===== src/rtl/des3_sched.sv =====
// Round-robin front end sharing one pipelined des3_perf core among NUM_REQ requesters.
// Define DES3_SCHED_FIXED_PRIO_EN for fixed lowest-index-wins arbitration (no pointer).
module des3_sched #(
    parameter int NUM_REQ = 4,
    parameter int LATENCY = 48
) (
    input  logic                           clk,
    input  logic                           reset,
    input  logic                           hold,
    input  logic [NUM_REQ-1:0]             req_valid,
    output logic [NUM_REQ-1:0]             req_ready,
    input  logic [64*NUM_REQ-1:0]          req_data,
    input  logic [56*NUM_REQ-1:0]          req_key1,
    input  logic [56*NUM_REQ-1:0]          req_key2,
    input  logic [56*NUM_REQ-1:0]          req_key3,
    input  logic [NUM_REQ-1:0]             req_decrypt,
    output logic [63:0]                    core_desIn,
    output logic [55:0]                    core_key1,
    output logic [55:0]                    core_key2,
    output logic [55:0]                    core_key3,
    output logic                           core_decrypt,
    input  logic [63:0]                    core_desOut,
    output logic [NUM_REQ-1:0]             rsp_valid,
    output logic [63:0]                    rsp_data,
    output logic [$clog2(LATENCY+2)-1:0]   inflight,
    output logic                           idle
);

    localparam int ID_W  = $clog2(NUM_REQ);
    localparam int CNT_W = $clog2(LATENCY+2);

    logic [ID_W-1:0]    gnt_id;
    logic               accept;
    logic [ID_W-1:0]    scan_idx;

    logic [63:0]        desin_q;
    logic [55:0]        key1_q, key2_q, key3_q;
    logic               dec_q;

    logic [LATENCY:0]   tag_vld_q;
    logic [ID_W-1:0]    tag_id_q [LATENCY+1];
    logic               ret;

    logic [NUM_REQ-1:0] rsp_valid_q, rsp_valid_d;
    logic [63:0]        rsp_data_q;
    logic [CNT_W-1:0]   inflight_q, inflight_d;

`ifndef DES3_SCHED_FIXED_PRIO_EN
    logic [ID_W-1:0]    ptr_q, ptr_d;
`endif

    always_comb begin
        req_ready = '0;
        gnt_id    = '0;
        accept    = 1'b0;
        scan_idx  = '0;
        for (int unsigned k = 0; k < NUM_REQ; k++) begin
`ifdef DES3_SCHED_FIXED_PRIO_EN
            scan_idx = ID_W'(k);
`else
            scan_idx = ID_W'((32'(ptr_q) + k) % NUM_REQ);
`endif
            if (!accept && req_valid[scan_idx]) begin
                accept              = 1'b1;
                gnt_id              = scan_idx;
                req_ready[scan_idx] = 1'b1;
            end
        end
        if (hold || reset) begin
            req_ready = '0;
            accept    = 1'b0;
        end
    end

`ifndef DES3_SCHED_FIXED_PRIO_EN
    always_comb begin
        ptr_d = ptr_q;
        if (accept)
            ptr_d = (32'(gnt_id) == NUM_REQ-1) ? '0 : gnt_id + 1'b1;
    end

    always_ff @(posedge clk) begin
        if (reset) ptr_q <= '0;
        else       ptr_q <= ptr_d;
    end
`endif

    // Core inputs only move on accept; idle slots replay the last job and are ignored via the tag pipe.
    always_ff @(posedge clk) begin
        if (reset) begin
            desin_q <= '0;
            key1_q  <= '0;
            key2_q  <= '0;
            key3_q  <= '0;
            dec_q   <= 1'b0;
        end else if (accept) begin
            desin_q <= req_data[64*gnt_id +: 64];
            key1_q  <= req_key1[56*gnt_id +: 56];
            key2_q  <= req_key2[56*gnt_id +: 56];
            key3_q  <= req_key3[56*gnt_id +: 56];
            dec_q   <= req_decrypt[gnt_id];
        end
    end

    always_ff @(posedge clk) begin
        if (reset) tag_vld_q <= '0;
        else       tag_vld_q <= {tag_vld_q[LATENCY-1:0], accept};
    end

    always_ff @(posedge clk) begin
        tag_id_q[0] <= gnt_id;
        for (int unsigned i = 1; i <= LATENCY; i++)
            tag_id_q[i] <= tag_id_q[i-1];
    end

    assign ret = tag_vld_q[LATENCY];

    always_comb begin
        rsp_valid_d = '0;
        if (ret) rsp_valid_d = NUM_REQ'(1) << tag_id_q[LATENCY];
        inflight_d = inflight_q + CNT_W'(accept) - CNT_W'(ret);
    end

    always_ff @(posedge clk) begin
        if (reset) begin
            rsp_valid_q <= '0;
            rsp_data_q  <= '0;
            inflight_q  <= '0;
        end else begin
            rsp_valid_q <= rsp_valid_d;
            if (ret) rsp_data_q <= core_desOut;
            inflight_q  <= inflight_d;
        end
    end

    assign core_desIn   = desin_q;
    assign core_key1    = key1_q;
    assign core_key2    = key2_q;
    assign core_key3    = key3_q;
    assign core_decrypt = dec_q;
    assign rsp_valid    = rsp_valid_q;
    assign rsp_data     = rsp_data_q;
    assign inflight     = inflight_q;
    assign idle         = (inflight_q == '0) && (req_valid == '0);

endmodule


===== config.mk =====
export PLATFORM = sky130hd
export DESIGN_NAME = des3_sched
export DESIGN_NICKNAME = d
export VERILOG_FILES = /design/src/rtl/des3_sched.sv
export SDC_FILE = /design/constraint.sdc
export NUM_CORES = 1
export LEC_CHECK = 0
export CORE_AREA = 2 2 517 519
export DETAILED_ROUTE_END_ITERATION = 16
export DIE_AREA = 0 0 519 521
export SLEW_MARGIN = 20
export SYNTH_ARGS = -nofsm -noshare
export SYNTH_HDL_FRONTEND = slang
export SYNTH_SLANG_ARGS = --single-unit

===== constraint.sdc =====
create_clock -name clk -period 6.5 [get_ports clk]
set_input_delay 1.3 -clock clk [delete_from_list [all_inputs] [get_ports clk]]
set_output_delay 1.3 -clock clk [all_outputs]
set_load 0.01 [all_outputs]

==> out/qor.yml <==
multi_input_area_um2: 10660
worstRegToRegCells: 10
worstPathMaxFanout: 16
synthDominantCellAreaShare: 0.4265
setup_repair_after_global_routing_missed_its_margin: "no"
slowest_delay_ns: 0.78
combinationalPowerShare: 0.364
clk_transition_reported_paths_ns: 0.06
vdd.ir_drop.worst_v: 0.0002489
post-route-util: 0.1523
grt_pass1_vias: 21265
final_gp_congestion: 0.9824
clock_tree.root_cell: "clkbuf_16"
design.core.area_um2: 264400
cell_type_with_the_highest_aggregate_area_in_the_netlist: "dfxtp_1"
cts_inserted_buffers: 60
vias_per_cell: 3.087
post-cts-setup-buffer-count: 0
period_share: 0.8247
crit_path_frequent_cell: "nor3_1"
setup_viol: 0
antenna_violations_before_repair: 166
netSwitchingFraction: 0.3426
p_int_uw: 7561
floorplan.die_area_um2: 270400
h-tree-depth: 2
whs_path_depth: 0
global_route.usage.total: 0.1188
synthFlopType: "dfxtp_1"
hp-class: "flip-flop to flip-flop"
tritoncts_clock_tree: "built"
cts.repair.resized: 0
totalNegativeSetupSlack_ns: 0
ant_nets: 0
grt_overflow: 0
grt_max_degree: 118
yosys-top-cells-area: "dfxtp_1 (43%), mux2i_1 (25%), o221ai_2 (12%)"
syn-num-nets: 2844
power.sequential.fraction: 0.315
layout.area.seq_um2: 9133
route.vias.total: 20796
starting_density: 0.08096
asyncSetResetFlopFracSynth: 0
fmax_mhz: 186.5
timing_max_transition_violations_final: 0
required_time_reported_for_the_critical_path_endpoint_ns: 5.20
layout.filler_cells: 29583
leakage_power_total_uw: 0.01384
drive_above_1_share: 0.1087
power-per-cell-area_nw_per_um2: 285.7
critical_path_start_end_classification: "flip-flop to output pin"
die-width_um: 519
wire_per_inst_um: 24.88
path_cells: "inv_2 > ha_1 > mux4_2 > nor3_1 > and2_1 > a221oi_1 > nor3_1 > clkdlybuf4s50_1"
synth.yosys.warnings: 0
num_io_pins: 1315
worstSkewPairLatency_ns: 0.74
netlist_area_um2: 21400
worst_pin_slew_ns: 1.145
clock_tree.buffer_depth: 3
synth.lib_cells_used.distinct: 47
post_cts_hold_buffer_count: 0
cts_num_sinks: 456
drc_errors: 0
hpwl_mm: 144.3
syn2layout_area_growth_pct: 88.08
timing.critical_path.from_type: "flip-flop"
run_status: "complete, no violations"
synth_area_per_cell_um2: 11.73
route.final.wire_length_mm: 167.6
grt_first_pass_wirelength_mm: 212.8
finish.net_count: 4106
die_height_um: 521
cp_data_arrival_time_ns: 4.06
synth.yosys.seq_area_share: 0.4265
timing.critical_path.slowest_stage_cell: "dfxtp_1"
maxSlewHeadroom: 0.2148
timing.final.crit_period_ns: 5.361
end_kind: "output pin"
finalHoldViolCount: 0
dr_iter_0_viols: 1024
firstDrtPassIters: 5
maxcap_viol_count: 0
portBuffers: 1314
switching_power_uw: 3940
num_rows: 189
pwr-share-clk: 0.321
number_of_flops_mapped_to_enable_cells_by_yosys: 0
synthesis.instances: 1824
skew_ns: 0.06653
ys_ff_latch: 456
==> power groups by stage <==
stage                     registers [µW]  logic [µW]  clock network, µW
after floorplan                     3770        2070                  0
after global placement              3660        4230                  0
after detailed placement            3670        4280                  0
after CTS                           3630        4290               3870
after global routing                3690        4440               3940
final                               3630        4180               3690
==> worst paths after layout <==
| check | startpoint | end | slack (ns) |
|---|---|---|---|
| setup / recovery | flip-flop | req_ready[1] | 1.14 |
| hold / removal | tag_id_q[0][60] | tag_id_q[0][62] | 0.29 |
| setup reg to reg | flip-flop | core_key3[24] | 1.91 |
| hold reg to reg | tag_id_q[0][60] | tag_id_q[0][62] | 0.29 |
==> sequential cells by signal, summed over array words and instances (netlist names), named ones only <==
name	flops
tag_vld_q	49
tag_id_q	98
ptr_q	1
core_key3	56
core_key1	56
core_key2	56
rsp_valid	4
core_desIn	64
rsp_data	64
inflight	6
core_decrypt	1
==> layout by cell type, fill, tap and decap left out, types with 3 or more instances in the layout <==
| master | netlist | routed |
|---|---|---|
| diode_2 | 0 | 66 |
| mux2i_1 | 533 | 529 |
| mux2i_2 | 0 | 4 |
| mux4_2 | 4 | 4 |
| ha_1 | 16 | 16 |
| clkinv_16 | 0 | 3 |
| a221oi_1 | 6 | 6 |
| nand2_1 | 236 | 236 |
| o221ai_2 | 170 | 170 |
| inv_6 | 0 | 6 |
| clkinv_2 | 0 | 9 |
| clkinv_4 | 0 | 7 |
| nor3_1 | 6 | 6 |
| clkdlybuf4s50_1 | 0 | 1313 |
| buf_12 | 32 | 14 |
| clkbuf_1 | 27 | 4 |
| clkbuf_8 | 0 | 14 |
| o221ai_1 | 63 | 63 |
| dfxtp_1 | 456 | 455 |
| bufinv_16 | 0 | 7 |
| clkbuf_16 | 0 | 60 |
| a22oi_1 | 4 | 4 |
| a21oi_1 | 6 | 6 |
| buf_4 | 12 | 27 |
| clkinvlp_4 | 0 | 3 |
| inv_1 | 11 | 11 |
| xnor2_1 | 3 | 3 |
| nor2b_1 | 50 | 50 |
| nor2_1 | 80 | 80 |
==> cell usage after synthesis, types with 2 or more instances <==
master and number:
mux2i_1 533, dfxtp_1 456, nand2_1 236, o221ai_2 170, nor2_1 80, o221ai_1 63
nor2b_1 50, buf_2 35, buf_12 32, clkbuf_1 27, buf_6 24, ha_1 16
buf_8 15, buf_4 12, inv_1 11, a21oi_1 6, a221oi_1 6, nor3_1 6
buf_1 5, a22oi_1 4, bufbuf_8 4, mux4_2 4, xnor2_1 3, inv_2 2
xor2_1 2
==> logic make-up (layout without fill, tap and decap cells) <==
group,Yosys count,count (layout),synth area share
other,0,66,0
AND/OR/NAND/NOR,387,387,0.07816
multiplexers,537,537,0.2535
XOR/XNOR,5,5,0.002046
flip-flops,456,456,0.4265
adder cells (fa/ha/maj),17,17,0.01029
AO/OA/AOI/OAI,255,255,0.1526
buffers and inverters,167,1481,0.07687
==> per-layer routing <==
layer | up-vias | GRT usage | wire [µm]
met5 | - | 0 | 671
met4 | 100 | 0.06255 | 9777
met3 | 407 | 0.05370 | 17750
met2 | 1230 | 0.1900 | 75500
met1 | 9721 | 0.1318 | 63910
li1 | 9338 | - | -
==> worst max-delay path, delay by kind of cell, from the launching register on <==
kind / cells / cell delay, ns
buffers and inverters: 2 / 0.81
flip-flops: 1 / 0.78
AND/OR/NAND/NOR: 3 / 0.70
adder cells (fa/ha/maj): 1 / 0.47
multiplexers: 1 / 0.47
AO/OA/AOI/OAI: 1 / 0.09
==> layout make-up <==
cell class                 count  share of cell area
clock buffer                  78             0.04246
timing repair buffer        1354              0.3385
antenna                       66            0.004103
multi-input combinational   1201              0.2648
inverter                      13            0.001212
clock inverter                36             0.01225
sequential                   456              0.2269
tap                         3533              0.1098
==> through the flow <==
stage / hold WS (ns) / instance area [µm²] / worst slack [ns] / std cells / total power, µW
global placement: 0.3108 / 37880 / 1.141 / 6557 / 7895
detailed placement: 0.3121 / 37890 / 1.315 / 6557 / 7946
CTS: 0.3154 / 40090 / 1.101 / 6671 / 11790
finish: 0.2903 / 40250 / 1.139 / 6737 / 11500
floorplan: 0.3096 / 21400 / 2.419 / 1824 / 5845
global route: 0.3206 / 40190 / 0.8080 / 6710 / 12060
Note: power is estimated with default switching activity, not from simulation.
